==> config.mk <==
export PLATFORM = sky130hd
export DESIGN_NAME = enc_sel_stream
export DESIGN_NICKNAME = d
export VERILOG_FILES = /design/src/rtl/enc_sel_stream_pkg.sv /design/src/rtl/enc_sel_stream_lane_mux.sv /design/src/rtl/enc_sel_stream.sv
export SDC_FILE = /design/constraint.sdc
export NUM_CORES = 1
export LEC_CHECK = 0
export CORE_MARGIN = 1
export CORE_UTILIZATION = 60
export CTS_BUF_LIST = sky130_fd_sc_hd__clkbuf_4
export CTS_CLUSTER_DIAMETER = 150
export DETAILED_ROUTE_END_ITERATION = 8
export PLACE_DENSITY = 0.84
export SLEW_MARGIN = 20
export SYNTH_ARGS = -nofsm -noshare
export SYNTH_HDL_FRONTEND = slang
export SYNTH_SLANG_ARGS = --single-unit
==> constraint.sdc <==
create_clock -name clk -period 6 [get_ports clk]
set_clock_uncertainty 0.2 [all_clocks]
set_input_delay 1.2 -clock clk [delete_from_list [all_inputs] [get_ports clk]]
set_output_delay 1.2 -clock clk [all_outputs]
set_load 0.005 [all_outputs]
==> src/rtl/enc_sel_stream_pkg.sv <==
// rtl/enc_sel_stream_pkg.sv - shared constants, FSM encodings and helpers for the encoder output selector
package enc_sel_stream_pkg;

  localparam int ENC_SYM     = 8;
  localparam int EGF_DIM     = 8;
  localparam int RSC_PAR_LEN = 16;
  localparam int RSC_MES_MAX = 239;

  typedef logic [1:0] sel_stream_state_t;

  localparam sel_stream_state_t ST_IDLE = 2'd0;
  localparam sel_stream_state_t ST_MES  = 2'd1;
  localparam sel_stream_state_t ST_TAIL = 2'd2;
  localparam sel_stream_state_t ST_PAR  = 2'd3;

  function automatic int min_int(input int a, input int b);
    return (a < b) ? a : b;
  endfunction

endpackage

==> src/rtl/enc_sel_stream_lane_mux.sv <==
// rtl/enc_sel_stream_lane_mux.sv - combinational merge of tail symbols and a parity window into one beat
module enc_sel_lane_mux
  import enc_sel_stream_pkg::*;
#(
  parameter int SYM     = ENC_SYM,
  parameter int DIM     = EGF_DIM,
  parameter int PAR_LEN = RSC_PAR_LEN,
  parameter int CW      = $clog2(SYM + 1),
  parameter int OW      = $clog2(PAR_LEN + SYM + 1)
) (
  input  logic [SYM*DIM-1:0]     tail_data,
  input  logic [CW-1:0]          tail_cnt,
  input  logic                   use_tail,
  input  logic                   par_en,
  input  logic [PAR_LEN*DIM-1:0] par_vec,
  input  logic [OW-1:0]          par_off,
  output logic [SYM*DIM-1:0]     beat_data,
  output logic [CW-1:0]          beat_cnt,
  output logic                   beat_last
);

  int base;
  int tot;

  always_comb begin
    base      = use_tail ? int'(tail_cnt) : 0;
    tot       = base + (par_en ? (PAR_LEN - int'(par_off)) : 0);
    beat_cnt  = CW'(min_int(tot, SYM));
    beat_last = (tot <= SYM);
    beat_data = '0;
    // Parity lanes shift right by the tail length; indices past PAR_LEN stay zero.
    for (int i = 0; i < SYM; i++) begin
      if (i < base) begin
        beat_data[i*DIM +: DIM] = tail_data[i*DIM +: DIM];
      end else if (par_en && ((int'(par_off) + i - base) < PAR_LEN)) begin
        beat_data[i*DIM +: DIM] = par_vec[(int'(par_off) + i - base)*DIM +: DIM];
      end
    end
  end

endmodule

==> src/rtl/enc_sel_stream.sv <==
// rtl/enc_sel_stream.sv - serialises one RS codeword (message then parity) per frame onto a SYM-lane stream
module enc_sel_stream
  import enc_sel_stream_pkg::*;
#(
  parameter int SYM     = ENC_SYM,
  parameter int DIM     = EGF_DIM,
  parameter int MES_MAX = RSC_MES_MAX,
  parameter int PAR_LEN = RSC_PAR_LEN
) (
  input  logic                           clk,
  input  logic                           rst_n,
  input  logic [$clog2(MES_MAX+1)-1:0]   cfg_mes_len,
  input  logic                           cfg_par_en,
  input  logic                           mes_valid,
  output logic                           mes_ready,
  input  logic [SYM*DIM-1:0]             mes_data,
  input  logic                           par_valid,
  output logic                           par_ready,
  input  logic [PAR_LEN*DIM-1:0]         par_data,
  output logic                           out_valid,
  input  logic                           out_ready,
  output logic [SYM*DIM-1:0]             out_data,
  output logic [$clog2(SYM+1)-1:0]       out_cnt,
  output logic                           out_last,
  output logic                           busy
);

  localparam int LW = $clog2(MES_MAX + 1);
  localparam int CW = $clog2(SYM + 1);
  localparam int OW = $clog2(PAR_LEN + SYM + 1);
  localparam int BW = SYM * DIM;

  sel_stream_state_t state_q, state_d;
  logic [LW-1:0]          mes_cnt_q, mes_cnt_d;
  logic [LW-1:0]          f_q, f_d;
  logic [CW-1:0]          r_q, r_d;
  logic                   p_en_q, p_en_d;
  logic [OW-1:0]          off_q, off_d;
  logic [BW-1:0]          tail_q, tail_d;
  logic [PAR_LEN*DIM-1:0] par_q, par_d;
  logic                   par_full_q, par_full_d;
  logic                   out_valid_q, out_valid_d;
  logic [BW-1:0]          out_data_q, out_data_d;
  logic [CW-1:0]          out_cnt_q, out_cnt_d;
  logic                   out_last_q, out_last_d;
  logic                   run_q;

  logic [LW-1:0] l_cfg, f_cfg, f_cur, idx_cur;
  logic [CW-1:0] r_cfg, r_cur;
  logic          p_cur;
  logic          slot_free, mes_fire, par_fire, mux_go;

  logic [BW-1:0] mux_data;
  logic [CW-1:0] mux_cnt;
  logic          mux_last;

  // Length fields are taken from cfg_* only on the first beat; later beats use the latched copy.
  always_comb begin
    l_cfg = cfg_mes_len;
    if ((cfg_mes_len == '0) || (cfg_mes_len > LW'(MES_MAX))) l_cfg = LW'(MES_MAX);
    f_cfg   = l_cfg / LW'(SYM);
    r_cfg   = CW'(l_cfg % LW'(SYM));
    f_cur   = (state_q == ST_IDLE) ? f_cfg : f_q;
    r_cur   = (state_q == ST_IDLE) ? r_cfg : r_q;
    p_cur   = (state_q == ST_IDLE) ? cfg_par_en : p_en_q;
    idx_cur = (state_q == ST_IDLE) ? '0 : mes_cnt_q;
  end

  assign slot_free = !out_valid_q || out_ready;
  assign mes_ready = run_q && slot_free && ((state_q == ST_IDLE) || (state_q == ST_MES));
  assign par_ready = run_q && slot_free && par_valid && !par_full_q &&
                     (((state_q == ST_TAIL) && p_en_q) || (state_q == ST_PAR));
  assign mes_fire  = mes_valid && mes_ready;
  assign par_fire  = par_valid && par_ready;
  assign mux_go    = slot_free && (((state_q == ST_TAIL) && !p_en_q) || par_fire ||
                                   ((state_q == ST_PAR) && par_full_q));

  enc_sel_lane_mux #(
    .SYM     (SYM),
    .DIM     (DIM),
    .PAR_LEN (PAR_LEN),
    .CW      (CW),
    .OW      (OW)
  ) u_lane_mux (
    .tail_data (tail_q),
    .tail_cnt  (r_q),
    .use_tail  (state_q == ST_TAIL),
    .par_en    ((state_q == ST_PAR) || p_en_q),
    .par_vec   (par_full_q ? par_q : par_data),
    .par_off   ((state_q == ST_TAIL) ? OW'(0) : off_q),
    .beat_data (mux_data),
    .beat_cnt  (mux_cnt),
    .beat_last (mux_last)
  );

  always_comb begin
    state_d     = state_q;
    mes_cnt_d   = mes_cnt_q;
    f_d         = f_q;
    r_d         = r_q;
    p_en_d      = p_en_q;
    off_d       = off_q;
    tail_d      = tail_q;
    par_d       = par_q;
    par_full_d  = par_full_q;
    out_valid_d = slot_free ? 1'b0 : out_valid_q;
    out_data_d  = out_data_q;
    out_cnt_d   = out_cnt_q;
    out_last_d  = out_last_q;

    if (mes_fire) begin
      if (state_q == ST_IDLE) begin
        f_d    = f_cfg;
        r_d    = r_cfg;
        p_en_d = cfg_par_en;
      end
      if (idx_cur == f_cur) begin
        // Partial final beat is parked until parity arrives to fill the remaining lanes.
        tail_d    = mes_data;
        mes_cnt_d = '0;
        state_d   = ST_TAIL;
      end else begin
        out_valid_d = 1'b1;
        out_data_d  = mes_data;
        out_cnt_d   = CW'(SYM);
        out_last_d  = 1'b0;
        mes_cnt_d   = idx_cur + LW'(1);
        state_d     = ST_MES;
        if ((idx_cur + LW'(1) == f_cur) && (r_cur == '0)) begin
          mes_cnt_d = '0;
          off_d     = '0;
          if (p_cur) begin
            state_d = ST_PAR;
          end else begin
            out_last_d = 1'b1;
            state_d    = ST_IDLE;
          end
        end
      end
    end else if (mux_go) begin
      out_valid_d = 1'b1;
      out_data_d  = mux_data;
      out_cnt_d   = mux_cnt;
      out_last_d  = mux_last;
      if (par_fire) begin
        par_d      = par_data;
        par_full_d = 1'b1;
      end
      off_d = (state_q == ST_TAIL) ? (OW'(SYM) - OW'(r_q)) : (off_q + OW'(SYM));
      if (mux_last) begin
        par_full_d = 1'b0;
        off_d      = '0;
        state_d    = ST_IDLE;
      end else begin
        state_d = ST_PAR;
      end
    end
  end

  always_ff @(posedge clk or negedge rst_n) begin
    if (!rst_n) begin
      state_q     <= ST_IDLE;
      mes_cnt_q   <= '0;
      f_q         <= '0;
      r_q         <= '0;
      p_en_q      <= 1'b0;
      off_q       <= '0;
      tail_q      <= '0;
      par_q       <= '0;
      par_full_q  <= 1'b0;
      out_valid_q <= 1'b0;
      out_data_q  <= '0;
      out_cnt_q   <= '0;
      out_last_q  <= 1'b0;
      run_q       <= 1'b0;
    end else begin
      state_q     <= state_d;
      mes_cnt_q   <= mes_cnt_d;
      f_q         <= f_d;
      r_q         <= r_d;
      p_en_q      <= p_en_d;
      off_q       <= off_d;
      tail_q      <= tail_d;
      par_q       <= par_d;
      par_full_q  <= par_full_d;
      out_valid_q <= out_valid_d;
      out_data_q  <= out_data_d;
      out_cnt_q   <= out_cnt_d;
      out_last_q  <= out_last_d;
      run_q       <= 1'b1;
    end
  end

  assign out_valid = out_valid_q;
  assign out_data  = out_data_q;
  assign out_cnt   = out_cnt_q;
  assign out_last  = out_last_q;
  assign busy      = (state_q != ST_IDLE);

endmodule

Word-level counts from Yosys, hierarchy flattened
Index checks and enable logic that the tools add are counted.
Word-level totals
  register bits after elaboration: 292
  output and inout bits: 73
Cells by class
  add/subtract/negate cells: 20
  magnitude comparators: 19
  equality and inequality tests: 7
  shift operators: 8
  mux-type cells: 57
  bitwise operators: 1
  reduce and logical (&&, ||, !) cells: 41
Operators with widths (count)
  128-bit by 32-bit variable part select with 8-bit output: 8
  32-bit by 6-bit less-than comparator with 1-bit output, second input constant: 8
  32-bit subtractor: 7
  64-bit two-way mux: 3
  8-bit two-way mux: 21
  4-bit by 32-bit less-than comparator with 1-bit output, first input constant: 4
  128-bit two-way mux: 1
  3-bit by 32-bit less-than comparator with 1-bit output, first input constant: 2
  5-bit two-way mux: 7
  5-bit by 32-bit adder with 32-bit output: 1
  32-bit by 5-bit <= comparator with 1-bit output, second input constant: 1
  1-bit by 32-bit less-than comparator with 1-bit output, first input constant: 1
  2-bit by 32-bit less-than comparator with 1-bit output, first input constant: 1
  32-bit by 5-bit less-than comparator with 1-bit output, second input constant: 1
  32-bit two-way mux: 1
  6-bit by 32-bit subtractor with 32-bit output: 1
  5-bit by 3-bit adder with 6-bit output, second input constant: 4
  4-bit two-way mux: 6
  1-bit logical AND: 20
  8-bit == test: 2
  5-bit by 2-bit adder with 6-bit output, second input constant: 2
  1-bit two-way mux: 12
  2-bit two-way mux: 6
  3-bit AND reduction: 3
  18 further kinds: 30

Longest topological paths before layout
Gate-level depths: netlist (run 1).
  word-level depth: 12
  mapped depth: 23
  gate-level depth less buffers: 19

Cells and area by module
Synthesis (run 1) repeated with hierarchy kept, for this count alone.
Second synthesis, totals
  cells, all modules: 2143
  area total of the unflattened synthesis: 21266.6 µm²
By module, submodules not included
  enc_sel_stream: instances 1, cells each 1391, area an instance 13604.3 µm², sequential area each 7307.0 µm²
  enc_sel_lane_mux: instances 1, cells each 752, area an instance 7662.3 µm², sequential area each 0.0 µm²

Worst setup path after synthesis (run 1)
No wires, ideal clock.
  kind: register to register
  start point: register state_q[1]
  end point: register state_q[1]
  arrival time: 4.516 ns
  path slack: 1.164 ns
  stages on the path, launching flop included: 22
  path buffers: 4
  clock period less this slack: 4.836 ns
  cell sequence: dfrtp_1 -> buf_4 -> nand2b_1 -> buf_4 -> buf_2 -> buf_1 -> nand2_1 -> inv_1 -> ha_1 -> nand2_1 -> fa_1 -> nand2b_1 -> a21oi_1 -> nand3_1 -> ha_1 -> nor4b_1 -> nand4b_1 -> nor3_1 -> o21ai_0 -> o221a_2 -> or2_2 -> a31o_2
On the way
  cells in the longest elaborated chain, start to end: 9
RTL lines
  start: declaration: RTL line enc_sel_stream.sv:33  | sel_stream_state_t state_q, state_d;
  start signal: assignment: RTL line enc_sel_stream.sv:177  | state_q <= state_d;
  2-bit == test
  5-bit two-way mux / 1-bit logical AND (equally long branches): RTL line enc_sel_stream.sv:90, enc_sel_stream.sv:72
  5-bit by 5-bit subtractor with 6-bit output / 1-bit logical OR (equally long branches): RTL line enc_sel_stream_lane_mux.sv:27, enc_sel_stream.sv:72
  32-bit two-way mux / 1-bit logical AND (equally long branches): RTL line enc_sel_stream_lane_mux.sv:27, enc_sel_stream.sv:71
  5-bit by 32-bit adder with 32-bit output / 1-bit logical AND (equally long branches): RTL line enc_sel_stream_lane_mux.sv:27, enc_sel_stream.sv:74
  32-bit by 5-bit <= comparator with 1-bit output / 1-bit logical OR (equally long branches): RTL line enc_sel_stream_lane_mux.sv:29, enc_sel_stream.sv:75
  2-bit two-way mux / 1-bit logical OR (equally long branches): RTL line enc_sel_stream.sv:150, enc_sel_stream.sv:75
  2-bit two-way mux / 1-bit logical AND (equally long branches): RTL line enc_sel_stream.sv:140, enc_sel_stream.sv:75
  2-bit two-way mux / 2-bit nonzero test (equally long branches)
Parallel ways exist; a longest one is shown, timed or not. The select of a mux whose other input is x is not followed.
A chain may end at the register's enable or synchronous reset.

Worst setup path in the final report (run 1)
  start point: register off_q[0]
  end point: register state_q[1]
On the way
  cells in the longest elaborated chain, start to end: 8
RTL lines
  start: declaration: RTL line enc_sel_stream.sv:38  | logic [OW-1:0] off_q, off_d;
  start signal: assignment: RTL line enc_sel_stream.sv:167  | off_q <= '0;
  start signal: assignment: RTL line enc_sel_stream.sv:182  | off_q <= off_d;
  5-bit two-way mux: RTL line enc_sel_stream.sv:90  | .par_off ((state_q == ST_TAIL) ? OW'(0) : off_q),
  5-bit by 5-bit subtractor with 6-bit output: RTL line enc_sel_stream_lane_mux.sv:27  | tot = base + (par_en ? (PAR_LEN - int'(par_off)) : 0);
  32-bit two-way mux: RTL line enc_sel_stream_lane_mux.sv:27
  5-bit by 32-bit adder with 32-bit output: RTL line enc_sel_stream_lane_mux.sv:27
  32-bit by 5-bit <= comparator with 1-bit output: RTL line enc_sel_stream_lane_mux.sv:29  | beat_last = (tot <= SYM);
  2-bit two-way mux: RTL line enc_sel_stream.sv:150  | if (mux_last) begin
  2-bit two-way mux: RTL line enc_sel_stream.sv:140  | end else if (mux_go) begin
  2-bit two-way mux: RTL line enc_sel_stream.sv:111  | if (mes_fire) begin
Every way passes these cells. The select of a mux whose other input is x is not followed.

==> impl_metrics.toml, run 1 <==
[timing]
drv_slew = 0
finalSetupViolCount = 0
slew_headroom_pct = 21.1
period_share_pct = 87.8
worstMarginPinSlew_ps = 1170
period_needed_ps = 5270
max_freq_ghz = 0.190
setup-tns-final_ps = 0
hold_violations = 0
fin_hold_ws_ps = 223
grt_setup_unrepaired = "no"

[routing]
drtIter0Drc = 3913
wirelength_um = 101000
drc = 0
post_drt_wl_per_cell_um = 30.2
firstDrtPassIters = 6
vias = 24800
ant_nets = 0
via_per_inst = 7.41

[worst_setup_path]
arrival_ps = 5790
start_kind = "flop"
worstSetupPathType = "reg2reg"
crit_fanout = 12
end_kind = "flop"
reg2reg_depth = 19
timing.reg2reg.setup_slack_ps = 730
cp.required_ps = 6520
worstReg2RegEnd = "state_q[1]$_DFFE_PN0P_"
r2r-start = "off_q[0]$_DFFE_PN0P_"

[die]
placementRows = 75
start_util_pct = 61.0
die-width_um = 208
num_io_pins = 279
die_area_um2 = 43400
die_h_um = 208
core-area_um2 = 41900

[placed_design]
numPortBuffers = 278
dp_hpwl_um = 72000
placed_area_um2 = 28600
gp_congestion = 0.994

[clocking]
postCtsSetupBuffers = 0
cts_tree = "built"
postCtsResizedCells = 0
cts.hold.buffers_added = 0
cts_root_buf = "clkbuf_4"
clk_pin_slew_ps = 80
htreeDepth = 3
cts_buffers = 83
clockBufferDepth = 3
clock_latency_ps = 900
cts_sinks = 292

[logic_synthesis]
syn_avg_cell_area_um2 = 10.1
synth.distinct_cells = 85
syn_area_um2 = 25600
yosysWarnings = 0
synth_edf_count = 0
syn-instance-count = 2537
ys_seq_area_share_pct = 28.6
synth_seq_cells = 292
async_reset_ff_share_pct = 100
synthFlopType = "dfrtp_1"

[finish]
drive_gt1_share_pct = 18.7
fin_nets = 3001
final_core_util_pct = 70.7
finalInstanceArea_um2 = 29700
layout_common_cells = "nand2_1 (513), dfrtp_1 (291), clkdlybuf4s50_1 (277)"
area_delta_synth_final_pct = 16.0
final_common_cell = "nand2_1"

[global_routing]
antenna_found_initial = 14
grt_first_pass_wirelength_um = 152000
grt_usage_pct = 46.9
grt_max_degree = 119
first_global_vias = 23900
globalRoute.totalOverflow = 0

[min_path]
hold_class = "in2async"

[status]
status = "finished clean"

[run]
maxCapViolations = 0
cell usage after synthesis, types with 11 or more instances:
library cell,n,share of area [%]
a21oi_1,95,1.9
a221o_1,17,0.67
a221oi_1,38,1.3
a22o_1,26,0.89
a22oi_1,76,2.2
a31oi_1,13,0.32
and2_1,11,0.27
and3_1,12,0.29
buf_2,42,0.82
buf_4,11,0.32
buf_6,15,0.66
clkbuf_1,123,1.8
dfrtp_1,292,29
ha_1,50,2.4
inv_1,39,0.57
mux2_2,65,2.9
mux2i_1,239,9.4
mux4_2,246,22
nand2_1,513,7.5
nand2b_1,16,0.39
nand3_1,65,1.3
nor2_1,67,0.98
nor2b_1,22,0.54
nor3_1,19,0.37
o21ai_0,86,1.7
o21ai_1,17,0.33
o22ai_1,48,1.2
o31ai_1,11,0.32
or3_1,32,0.78
or4_1,12,0.35
xnor2_1,30,1.0
xor2_1,19,0.65
worst max path at each step:
| stage | start | to | slack (ps) | cells after the start |
|---|---|---|---|---|
| floorplan | state_q[1]$_DFFE_PN0P_ | state_q[1]$_DFFE_PN0P_ | 1160 | 21 |
| global placement | state_q[1]$_DFFE_PN0P_ | state_q[1]$_DFFE_PN0P_ | 1060 | 19 |
| detailed placement | off_q[0]$_DFFE_PN0P_ | state_q[1]$_DFFE_PN0P_ | 860 | 19 |
| CTS | off_q[0]$_DFFE_PN0P_ | state_q[1]$_DFFE_PN0P_ | 820 | 19 |
| global route | off_q[0]$_DFFE_PN0P_ | state_q[1]$_DFFE_PN0P_ | 340 | 19 |
| finish | off_q[0]$_DFFE_PN0P_ | state_q[1]$_DFFE_PN0P_ | 730 | 19 |
kinds of logic (layout without fill, tap and decap cells):
| logic type | count (synthesis) | count (layout) | share of synthesized area [%] |
|---|---|---|---|
| AOI/OAI and AO/OA | 522 | 522 | 14.0 |
| xor gates and xnor gates | 50 | 50 | 1.74 |
| adders and majority gates | 53 | 53 | 2.68 |
| buffers and inverters | 247 | 501 | 4.63 |
| DFF | 292 | 292 | 28.6 |
| muxes | 550 | 550 | 33.9 |
| other | 2 | 14 | 0.0294 |
| and+or+nand+nor | 821 | 821 | 14.4 |
metal layers:
metal	global-route usage, %	vias to the layer above	part of all wire, %
li1	-	10200	-
met1	59.8	12000	34
met2	67.5	2107	44
met3	16.1	442	14
met4	31.9	6	7.7
met5	0	-	0.036
flip-flops by register name, indices dropped and copies added, names as in the netlist, named ones only:
name and flops:
run_q 1, out_data 64, out_cnt 4, p_en_q 1
mes_cnt_q 8, par_full_q 1, f_q 8, off_q 5
par_q 128, state_q 2, tail_q 64, out_last 1
r_q 4
worst max-delay path: stages, from the launching register on:
cell	delay (ps)
dfrtp_1	560
inv_1	130
nor2_1	350
inv_1	150
ha_1	300
inv_1	110
xnor2_1	180
nor2_1	80
ha_1	350
nand2b_1	70
a21oi_1	360
nand3_1	200
ha_1	230
nor4b_1	300
nand4b_1	150
nor3_1	320
o21ai_0	160
o221a_2	410
or2_2	300
a31o_2	240
per-stage QoR:
step | std cells | worst slack [ps]
4_1_cts | 3330 | 824
6_report | 3342 | 733
3_3_place_gp | 3195 | 1060
5_1_grt | 3339 | 338
2_1_floorplan | 2538 | 1160
3_5_place_dp | 3195 | 859
area by class of cell:
cell class | count | area [um^2]
Multi-Input combinational cell | 1999 | 17200
Fill cell | 3104 | 12300
Sequential cell | 292 | 7310
Timing Repair Buffer | 324 | 3250
Clock buffer | 116 | 871
Tap cell | 539 | 674
Inverter | 42 | 159
Clock inverter | 19 | 150
Antenna cell | 11 | 27.5
Power of run 1 is left out: the tool's default activity adds up to more than one toggle a clock period on the data nets, which glitch-free logic cannot reach.
==> run 2: changes to the inputs <==
CELL_PAD_IN_SITES_DETAIL_PLACEMENT = 0   (was not set)
CELL_PAD_IN_SITES_GLOBAL_PLACEMENT = 1   (was not set)
CORE_UTILIZATION = 47   (was 60)
PLACE_DENSITY = not set   (was 0.84)
PLACE_DENSITY_LB_ADDON = 0.1   (was not set)
==> impl_metrics.toml, run 2 (synthesis results as in run 1) <==
[die]
die-width_um = 235
die_area_um2 = 55300
placementRows = 85
num_io_pins = 279
die_h_um = 235
core-area_um2 = 53800
start_util_pct = 47.5

[placed_design]
numPortBuffers = 278
place_ws_ps = 740
placed_area_um2 = 28900
dp_hpwl_um = 79200
gp_congestion = 1.01

[timing]
grt_setup_unrepaired = "no"
hold_violations = 0
period_share_pct = 88.7
finalSetupViolCount = 0
drv_slew = 0
setup-tns-final_ps = 0
max_freq_ghz = 0.188
slew_headroom_pct = 19.3
finalWorstSetupSlack_ps = 680
period_needed_ps = 5320
worstMarginPinSlew_ps = 1200

[worst_setup_path]
crit_fanout = 12
cp.required_ps = 6550
start_kind = "flop"
end_kind = "flop"
arrival_ps = 5860
worstSetupPathType = "reg2reg"

[routing]
drtIter0Drc = 2675
via_per_inst = 6.82
wirelength_um = 106000
ant_nets = 0
vias = 24100
post_drt_wl_per_cell_um = 30.0
firstDrtPassIters = 6
drc = 0

[global_routing]
grt_first_pass_wirelength_um = 157000
grt_max_degree = 103
use_met2_pct = 60.7
grt_use_met1_pct = 48.9
globalRoute.totalOverflow = 0
grt_util_met3_pct = 9.62
antenna_found_initial = 5
grt_usage_pct = 38.3
first_global_vias = 23400
grt.busiest_layer = "met2"

[finish]
finalInstanceArea_um2 = 30000
fin_nets = 3019
layout_common_cells = "nand2_1 (513), dfrtp_1 (291), clkdlybuf4s50_1 (277)"
area_delta_synth_final_pct = 17.4
drive_gt1_share_pct = 19.2
regMostFlops = "par_q"
final_core_util_pct = 55.8
final_common_cell = "nand2_1"
largest_register_ffs = 128

[clocking]
postCtsResizedCells = 0
cts_sinks = 292
clk_pin_slew_ps = 70
cts_root_buf = "clkbuf_4"
cts_buffers = 87
htreeDepth = 3
clockBufferDepth = 3
postCtsSetupBuffers = 0
clock_latency_ps = 900
cts_tree = "built"
cts.hold.buffers_added = 0

[status]
status = "finished clean"

[run]
maxCapViolations = 0

[min_path]
hold_class = "in2async"
-- run 2: changes by cell type in the layout (fill, tap and decap cells not counted), moves of 2 or more --
| cell | before | now |
|---|---|---|
| clkinv_1 | 17 | 28 |
| clkbuf_4 | 117 | 119 |
| buf_4 | 36 | 51 |
| diode_2 | 11 | 5 |
| clkinv_2 | 1 | 5 |
-- run 2: final timing paths --
kind / cells after the start / endpoint / slack [ps] / from
setup / recovery: 19 / state_q[1]$_DFFE_PN0P_ / 680 / off_q[0]$_DFFE_PN0P_
hold / removal: 1 / par_q[32]$_DFFE_PN0P_ / 170 / rst_n
max in group asynchronous: 2 / out_data[13]$_DFFE_PN0P_ / 4220 / rst_n
setup reg to reg: 19 / state_q[1]$_DFFE_PN0P_ / 680 / off_q[0]$_DFFE_PN0P_
min in group clk: 2 / out_data[28]$_DFFE_PN0P_ / 290 / out_data[28]$_DFFE_PN0P_
hold reg to reg: 2 / out_data[28]$_DFFE_PN0P_ / 290 / out_data[28]$_DFFE_PN0P_
-- run 2: metal layers --
| layer | vias up | routed length [um] |
|---|---|---|
| met1 | 12100 | 39300 |
| met4 | 4 | 6060 |
| met2 | 1448 | 49600 |
| met3 | 309 | 10800 |
| li1 | 10200 | - |
| met5 | - | 34 |
-- run 2: per-stage QoR --
| stage | hold WS, ps | instances |
|---|---|---|
| finish | 168 | 3527 |
| floorplan | 271 | 2538 |
| global placement | 280 | 3367 |
| CTS | 193 | 3522 |
| detailed placement | 283 | 3367 |
| global route | 212 | 3526 |
-- run 2: worst max-delay path, cell delays in order, from the launching register on --
cell      delay (ps)
dfrtp_1          520
inv_1            130
nor2_1           330
inv_1            150
ha_1             310
inv_1            120
xnor2_1          180
nor2_1            80
ha_1             360
nand2b_1          70
a21oi_1          350
nand3_1          190
ha_1             220
nor4b_1          350
nand4b_1         160
nor3_1           350
o21ai_0          160
o221a_2          420
or2_2            310
a31o_2           240
-- run 2: layout make-up --
class	instances	area, um^2
Fill cell	4796	23800
Multi-Input combinational cell	1999	17200
Sequential cell	292	7310
Timing Repair Buffer	338	3350
Clock buffer	119	893
Tap cell	696	871
Clock inverter	36	203
Inverter	42	160
Antenna cell	5	12.5
Power of run 2 is left out for the same reason.
